File: src/rtl/pixel_ram_stream.sv
`default_nettype none
// =============================================================================
// Module  : pixel_ram_stream
// Brief   : Pixel word buffer for the SK6812RGBW peripheral. Port A is a
//           byte-enabled random-access bus port; port B is a frame streaming
//           engine (valid/ready) that walks words 0..L-1 after a start pulse.
// Options : define PIXRAM_FWD_EN for write-to-read forwarding on both ports.
// Rev     : 1.0  initial release
// =============================================================================
module pixel_ram_stream #(
    parameter int DATA_W   = 32,
    parameter int ADDR_W   = 6,
    parameter int DEPTH    = 35,
    parameter     MEM_FILE = "none"
) (
    input  logic                clk,
    input  logic                rst_n,
    // port A: bus access
    input  logic                a_we,
    input  logic [DATA_W/8-1:0] a_be,
    input  logic [ADDR_W-1:0]   a_addr,
    input  logic [DATA_W-1:0]   a_wdata,
    output logic [DATA_W-1:0]   a_rdata,
    // port B: frame streaming
    input  logic                frame_start,
    input  logic [ADDR_W:0]     frame_len,
    input  logic                abort,
    output logic                s_valid,
    input  logic                s_ready,
    output logic [DATA_W-1:0]   s_data,
    output logic [ADDR_W-1:0]   s_index,
    output logic                s_last,
    output logic                busy,
    output logic                done
);

    localparam int              C_BE_W  = DATA_W / 8;
    localparam int              C_LEN_W = ADDR_W + 1;
    localparam logic [ADDR_W:0] C_DEPTH = C_LEN_W'(DEPTH);

    typedef enum logic [1:0] {
        S_IDLE  = 2'd0,
        S_FETCH = 2'd1,
        S_LOAD  = 2'd2,
        S_VALID = 2'd3
    } state_t;

    logic [DATA_W-1:0] r_mem [0:DEPTH-1];

    state_t            r_state;
    logic [ADDR_W-1:0] r_ptr;
    logic [ADDR_W:0]   r_len;

    logic              w_a_in_range;
    logic [DATA_W-1:0] w_a_old;
    logic [DATA_W-1:0] w_a_rd;
    logic [DATA_W-1:0] w_b_old;
    logic [DATA_W-1:0] w_b_rd;
    logic [ADDR_W:0]   w_len_eff;

    assign w_a_in_range = ({1'b0, a_addr} < C_DEPTH);
    assign w_a_old      = w_a_in_range ? r_mem[a_addr] : '0;
    assign w_b_old      = r_mem[r_ptr];
    assign w_len_eff    = (frame_len > C_DEPTH) ? C_DEPTH : frame_len;

`ifdef PIXRAM_FWD_EN
    function automatic logic [DATA_W-1:0] f_merge(
        input logic [DATA_W-1:0] old_w,
        input logic [DATA_W-1:0] new_w,
        input logic [C_BE_W-1:0] be
    );
        logic [DATA_W-1:0] m;
        m = old_w;
        for (int i = 0; i < C_BE_W; i++) begin
            if (be[i]) m[8*i +: 8] = new_w[8*i +: 8];
        end
        return m;
    endfunction

    assign w_a_rd = (a_we && w_a_in_range) ? f_merge(w_a_old, a_wdata, a_be) : w_a_old;
    // r_ptr is always in range, so a matching write is never dropped
    assign w_b_rd = (a_we && (a_addr == r_ptr)) ? f_merge(w_b_old, a_wdata, a_be) : w_b_old;
`else
    assign w_a_rd = w_a_old;
    assign w_b_rd = w_b_old;
`endif

    // Storage is deliberately not reset.
    always_ff @(posedge clk) begin
        if (a_we && w_a_in_range) begin
            for (int i = 0; i < C_BE_W; i++) begin
                if (a_be[i]) r_mem[a_addr][8*i +: 8] <= a_wdata[8*i +: 8];
            end
        end
    end

    always_ff @(posedge clk or negedge rst_n) begin
        if (!rst_n) begin
            a_rdata <= '0;
        end else begin
            a_rdata <= w_a_rd;
        end
    end

    // FETCH only presents r_ptr to the array; the word is captured leaving LOAD.
    always_ff @(posedge clk or negedge rst_n) begin
        if (!rst_n) begin
            r_state <= S_IDLE;
            r_ptr   <= '0;
            r_len   <= '0;
            s_valid <= 1'b0;
            s_data  <= '0;
            s_index <= '0;
            s_last  <= 1'b0;
            busy    <= 1'b0;
            done    <= 1'b0;
        end else begin
            done <= 1'b0;
            case (r_state)
                S_IDLE: begin
                    if (frame_start) begin
                        if (w_len_eff != '0) begin
                            r_len   <= w_len_eff;
                            r_ptr   <= '0;
                            busy    <= 1'b1;
                            r_state <= S_FETCH;
                        end else begin
                            done <= 1'b1;
                        end
                    end
                end
                S_FETCH: begin
                    if (abort) begin
                        busy    <= 1'b0;
                        r_state <= S_IDLE;
                    end else begin
                        r_state <= S_LOAD;
                    end
                end
                S_LOAD: begin
                    if (abort) begin
                        busy    <= 1'b0;
                        r_state <= S_IDLE;
                    end else begin
                        s_data  <= w_b_rd;
                        s_index <= r_ptr;
                        s_last  <= ({1'b0, r_ptr} == (r_len - C_LEN_W'(1)));
                        s_valid <= 1'b1;
                        r_state <= S_VALID;
                    end
                end
                S_VALID: begin
                    if (abort) begin
                        s_valid <= 1'b0;
                        s_last  <= 1'b0;
                        busy    <= 1'b0;
                        r_state <= S_IDLE;
                    end else if (s_ready) begin
                        s_valid <= 1'b0;
                        s_last  <= 1'b0;
                        if (s_last) begin
                            busy    <= 1'b0;
                            done    <= 1'b1;
                            r_state <= S_IDLE;
                        end else begin
                            r_ptr   <= r_ptr + ADDR_W'(1);
                            r_state <= S_FETCH;
                        end
                    end
                end
                default: begin
                    s_valid <= 1'b0;
                    s_last  <= 1'b0;
                    busy    <= 1'b0;
                    r_state <= S_IDLE;
                end
            endcase
        end
    end

endmodule
`default_nettype wire

File: config.mk
export PLATFORM = sky130hd
export DESIGN_NAME = pixel_ram_stream
export DESIGN_NICKNAME = d
export VERILOG_FILES = /design/src/rtl/pixel_ram_stream.sv
export SDC_FILE = /design/constraint.sdc
export NUM_CORES = 2
export LEC_CHECK = 0
export ABC_CLOCK_PERIOD_IN_PS = 2200
export CORE_AREA = 5 5 289 404
export CTS_CLUSTER_DIAMETER = 40
export DETAILED_ROUTE_END_ITERATION = 12
export DIE_AREA = 0 0 294 409
export PLACE_DENSITY = 0.71
export SETUP_SLACK_MARGIN = 0.2
export SYNTH_ARGS = -nofsm -noshare
export SYNTH_HDL_FRONTEND = slang
export SYNTH_SLANG_ARGS = --single-unit
File: constraint.sdc
create_clock -name clk -period 2.2 [get_ports clk]
set_input_delay 0.44 -clock clk [delete_from_list [all_inputs] [get_ports clk]]
set_output_delay 0.44 -clock clk [all_outputs]
set_load 0.005 [all_outputs]
Word level (Yosys, flattened, before mapping) --
Memory sizes are Yosys's and may differ from the RTL's. A register that Yosys moved wholly into a read port is not among the register bits. Index checks and enable logic that the tools add are counted.
Storage, ports and cells: RAM bits 1120, flip-flop bits (word level) 57, input port bits 55, output and inout port bits 74, memories 1, word-level logic and storage cells 88
Memories:
- r_mem | words 35, width 32, rd ports 2, clocked after Yosys merged registers in 1, wr ports 1, RTL line 48 | logic [DATA_W-1:0] r_mem [0:DEPTH-1];
Cells by class: add/subtract/negate cells 2, order comparisons 2, reduce and logical (&&, ||, !) cells 13, multiplexer cells 47, equal/unequal tests 13, bitwise gates (word level) 1
Operators with widths (count):
- $mux W32 | 1
- $mux W6 | 5
- $mux W1 | 28
- $mux W2 | 6
- $ne A2 B2 Y1 const B | 6
- $pmux W6 S2 | 1
- $reduce_and A3 Y1 | 3
- $pmux W2 S4 | 1
- $eq A6 B7 Y1 | 1
- $gt A7 B6 Y1 const B | 1
- $mux W7 | 1
- $reduce_bool A7 Y1 | 1
- $sub A7 B1 Y7 const B | 1
- $add A6 B1 Y6 const B | 1
- $lt A6 B6 Y1 const B | 1
- $ne A3 B3 Y1 const B | 2
- $pmux W1 S2 | 3
- $reduce_and A6 Y1 | 1
- $reduce_and A5 Y1 | 1
- $eq A2 B2 Y1 const B | 2
- $reduce_bool A2 Y1 | 2
- $pmux W1 S3 | 1
- $eq A2 B1 Y1 const B | 1
- $logic_not A2 Y1 | 1
- 6 further kinds | 6

Depth between registers and ports, before layout --
depth after elaboration 6, depth in mapped cells 10, depth with buffers taken out 7

Worst setup path before layout --
OpenSTA, ideal clock, no wires.
path kind input port to flip-flop, start in a_addr[0], end mem r_mem[0][0] (enable), cell stages on the path 9, arrival time 2178 ps, buffers on the path 4, slack -348 ps, required time 1830 ps, library setup time 370 ps, path through buf_4 buf_6 buf_4 nand2_1 nand2_1 o21ai_2 nand3_2 buf_2 nor2_1
Between the ends: cells in the longest elaborated chain, start to end 4
Ends and longest elaborated chain:
- start, declared | RTL line 21 | input logic [ADDR_W-1:0] a_addr,
- $lt A6 B6 Y1 | RTL line 61 | assign w_a_in_range = ({1'b0, a_addr} < C_DEPTH);
- $logic_and A1 B1 Y1 | RTL line 90 | if (a_we && w_a_in_range) begin
- $mux W1 | RTL line 90
- $mux W1 (not written as such) | RTL line 92 | if (a_be[i]) r_mem[a_addr][8*i +: 8] <= a_wdata[8*i +: 8];
- end, declared | RTL line 48
Several ways; a longest one is shown, not always the timed one.

==> results.toml <==
[status]
status = "complete, but fails checks"
violations = "negative setup slack"

[die]
core_area_mm2 = 0.1127
die_h_um = 409
ioPinCount = 129
fp.dieArea_mm2 = 0.1202
row_count = 146
initial_core_util_pct = 49.47
die_w_um = 294

[drt]
vias_per_cell = 7.097
drt-total-wl_um = 215600
dr.pass1.iters = 7
wire_per_inst_um = 36.91
final_antenna_net_count = 0
drc = 0
vias = 41445
drt_iter0_drc = 6829

[power]
power_density_mw_per_mm2 = 850.8
p_seq_share_pct = 41.9
clockPowerShare_pct = 37.9
combPwrFrac_pct = 20.2
p_int_mw = 45.87
vdd_ir_drop_max_mv = 0.7741
power.share.switching_pct = 26.25
leakagePower_nw = 24.62
p_sw_mw = 16.32

[timing]
setup_violations = 32
final_max_slew_viol_count = 0
finalCritPeriodShare_pct = 112.6
relSlewSlack_pct = 39.47
clock_skew_ps = 31.00
grt_setup_unrepaired = "yes"
setup_slack_ps = -277.8
tightest_slew_ps = 898.4
fin_crit_ps = 2478
fmax_ghz = 0.4036
hold_violations = 0

[yosys]
synth_cells = 3437
syn_area_per_cell_um2 = 16.22
synth_nets = 3499
ys.flop_type = "edfxtp_1"
syn_area_mm2 = 0.05576
synth_seq_cells = 1209
synthArstFlopShare_pct = 7.361
yosysSeqAreaShare_pct = 64.31
yosys_warnings = 0
ys_types = 71
synthTopCellsByArea = "edfxtp_1 (60%), mux4_2 (13%), dfrtp_1 (4.0%)"
synth_area_leader_cell = "edfxtp_1"
synth_top_area_share_pct = 60.32
synth_edf_count = 1120

[cts]
cts_buffers = 133
cts_tree = "yes"
clk_path_buf_depth = 3
cts.htree.levels = 4
cts.reportedPaths.clkPinSlew_ps = 60
cts-root-buf = "clkbuf_16"
numClockSinks = 1209
clk_latency_ps = 790

[critical_path]
r2r_cells = 6
critical_path_required_ps = 2830
cp-end-kind = "register"
worstPathArrival_ps = 3100
r2r-start = "r_ptr[0]$_DFFE_PN0P_"
worstSetupPathType = "reg -> reg"
startpoint_type = "register"
path_max_fanout = 9
cp-startpoint = "r_ptr[0]$_DFFE_PN0P_"

[global_route]
grt_pass1_wl_um = 297600
grt_pass1_vias = 40490
grt_use_total_pct = 34.72
antenna_found_initial = 5
grt_max_degree = 36
grt-ovfl-total = 0

[placement]
dp.cells = 5510
gp_congestion = 1.016
place.port_buffers = 128
post-dp-hpwl_um = 151000

[run]
drv_cap = 0

[cells_and_area]
nets = 4310
final_core_util_pct = 64.86
fill_cells = 7549
drive_above_1_share_pct = 40.13
instances_no_fill = 5840
syn_to_final_growth_pct = 31.10

[min_path]
hold_path_class = "in -> async"
## cells in the mapped netlist (10+ instances only)
library cell	count
a211o_1	12
a211oi_1	12
a21oi_1	74
a221o_1	27
a221oi_1	76
a222oi_1	17
a22o_1	26
a22oi_1	176
a31oi_1	31
a41oi_1	13
and2_1	12
buf_1	17
buf_2	89
buf_4	53
buf_6	14
clkbuf_1	107
dfrtp_1	89
edfxtp_1	1120
inv_1	10
mux2_2	86
mux2i_1	207
mux4_2	316
nand2_1	200
nand2b_1	16
nand3_1	23
nor2_1	195
nor2b_1	11
nor3_1	20
o211ai_1	24
o21ai_0	139
o221ai_1	28
o22a_1	11
o22ai_1	64
o2bb2ai_1	10
## metal layers
layer / part of all wire (%) / vias up / track usage [%]
met5: 0.016 / - / 0
met4: 9.2 / 6 / 24.43
met3: 13 / 960 / 8.543
met2: 46 / 3989 / 53.70
met1: 32 / 20596 / 43.00
li1: - / 15894 / -
## state kept, by name, indices dropped and copies added (netlist names)
signal	count
s_index	6
r_len	7
done	1
r_ptr	6
r_state	2
s_valid	1
busy	1
r_mem	1120
s_last	1
s_data	32
a_rdata	32
## metrics by stage
step	total power, mW	instance area (um2)	hold slack (ps)	worst slack, ps	setup TNS [ps]
4_1_cts	61.23	72340	153.7	-188.0	-3157
3_3_place_gp	36.86	66690	420.8	-862.6	-433460
5_1_grt	63.72	73100	186.5	-282.0	-6182
2_1_floorplan	32.16	56920	144.4	-83.51	-25170
6_report	62.19	73100	188.9	-277.8	-5235
3_5_place_dp	37.00	66690	420.6	-806.7	-463920
## layout make-up
class                      instances  area (um2)  area share, %
inverter                          13       48.80        0.06675
clock inverter                    87        1035          1.415
clock buffer                     158        3631          4.967
timing repair buffer             964       10720          14.67
antenna                            2       5.005       0.006846
multi-input combinational       1927       19930          27.26
tap                             1480        1852          2.533
sequential                      1209       35880          49.08
## worst max-delay path, stage by stage (launching register included)
cell and delay, ps:
dfrtp_4 450, buf_12 180, buf_16 170, mux4_2 630, mux4_2 520, a22oi_2 290
a211oi_2 60
## final timing paths
path,slack (ps),endpoint
max,-280,s_data[1]$_DFFE_PN0P_
min,190,s_index[0]$_DFFE_PN0P_
max reg2reg,-280,s_data[1]$_DFFE_PN0P_
min reg2reg,470,s_index[3]$_DFFE_PN0P_
max in group asynchronous,1350,s_index[2]$_DFFE_PN0P_
min in group clk,290,r_len[4]$_DFFE_PN0P_
## power groups by stage
stage / registers (mW) / clock network, mW / logic (mW)
finish: 26.1 / 23.6 / 12.6
global route: 26.1 / 24.6 / 13.0
CTS: 26.1 / 23.6 / 11.5
detailed placement: 26.6 / 0 / 10.4
global placement: 26.6 / 0 / 10.3
floorplan: 26.4 / 0 / 5.79
## cells in the final DEF (no fill, tap or decap), types with 13 or more instances in the layout
cell type | Yosys | routed
a21oi_1 | 74 | 65
a221o_1 | 27 | 27
a221oi_1 | 76 | 75
a222oi_1 | 17 | 17
a22o_1 | 26 | 25
a22oi_1 | 176 | 169
a31oi_1 | 31 | 31
a41oi_1 | 13 | 13
buf_12 | 3 | 213
buf_16 | 0 | 17
buf_4 | 53 | 573
buf_6 | 14 | 18
bufinv_16 | 0 | 15
clkbuf_16 | 0 | 146
clkdlybuf4s50_1 | 0 | 47
clkinv_2 | 0 | 20
dfrtp_1 | 89 | 77
dlygate4sd2_1 | 0 | 71
edfxtp_1 | 1120 | 1120
inv_6 | 0 | 18
mux2_2 | 86 | 78
mux2i_1 | 207 | 191
mux4_2 | 316 | 317
nand2_1 | 200 | 191
nand2b_1 | 16 | 15
nand3_1 | 23 | 18
nor2_1 | 195 | 68
nor2_4 | 0 | 123
o211ai_1 | 24 | 24
o21ai_0 | 139 | 117
o21ai_2 | 1 | 13
o221ai_1 | 28 | 23
o22ai_1 | 64 | 49
o22ai_2 | 0 | 13
## kinds of logic after synthesis
logic type	after synthesis	synth area share, %
and+or+nand+nor	523	4.100
xor gates and xnor gates	7	0.1100
adders and majority gates	7	0.1571
buffers and inverters	301	2.942
DFF	1209	64.31
muxes	615	18.46
AOI/OAI and AO/OA	775	9.925
## repair_timing
action,4_1_cts,5_1_grt
hold buffers,1,0
endpoints found under the setup margin,115,39
hold endpoints to repair,46,0
pin swaps,30,39
gates cloned,9,6
setup buffers,32,35
gates resized for setup,219,72
Note: power is estimated with default switching activity, not from simulation.
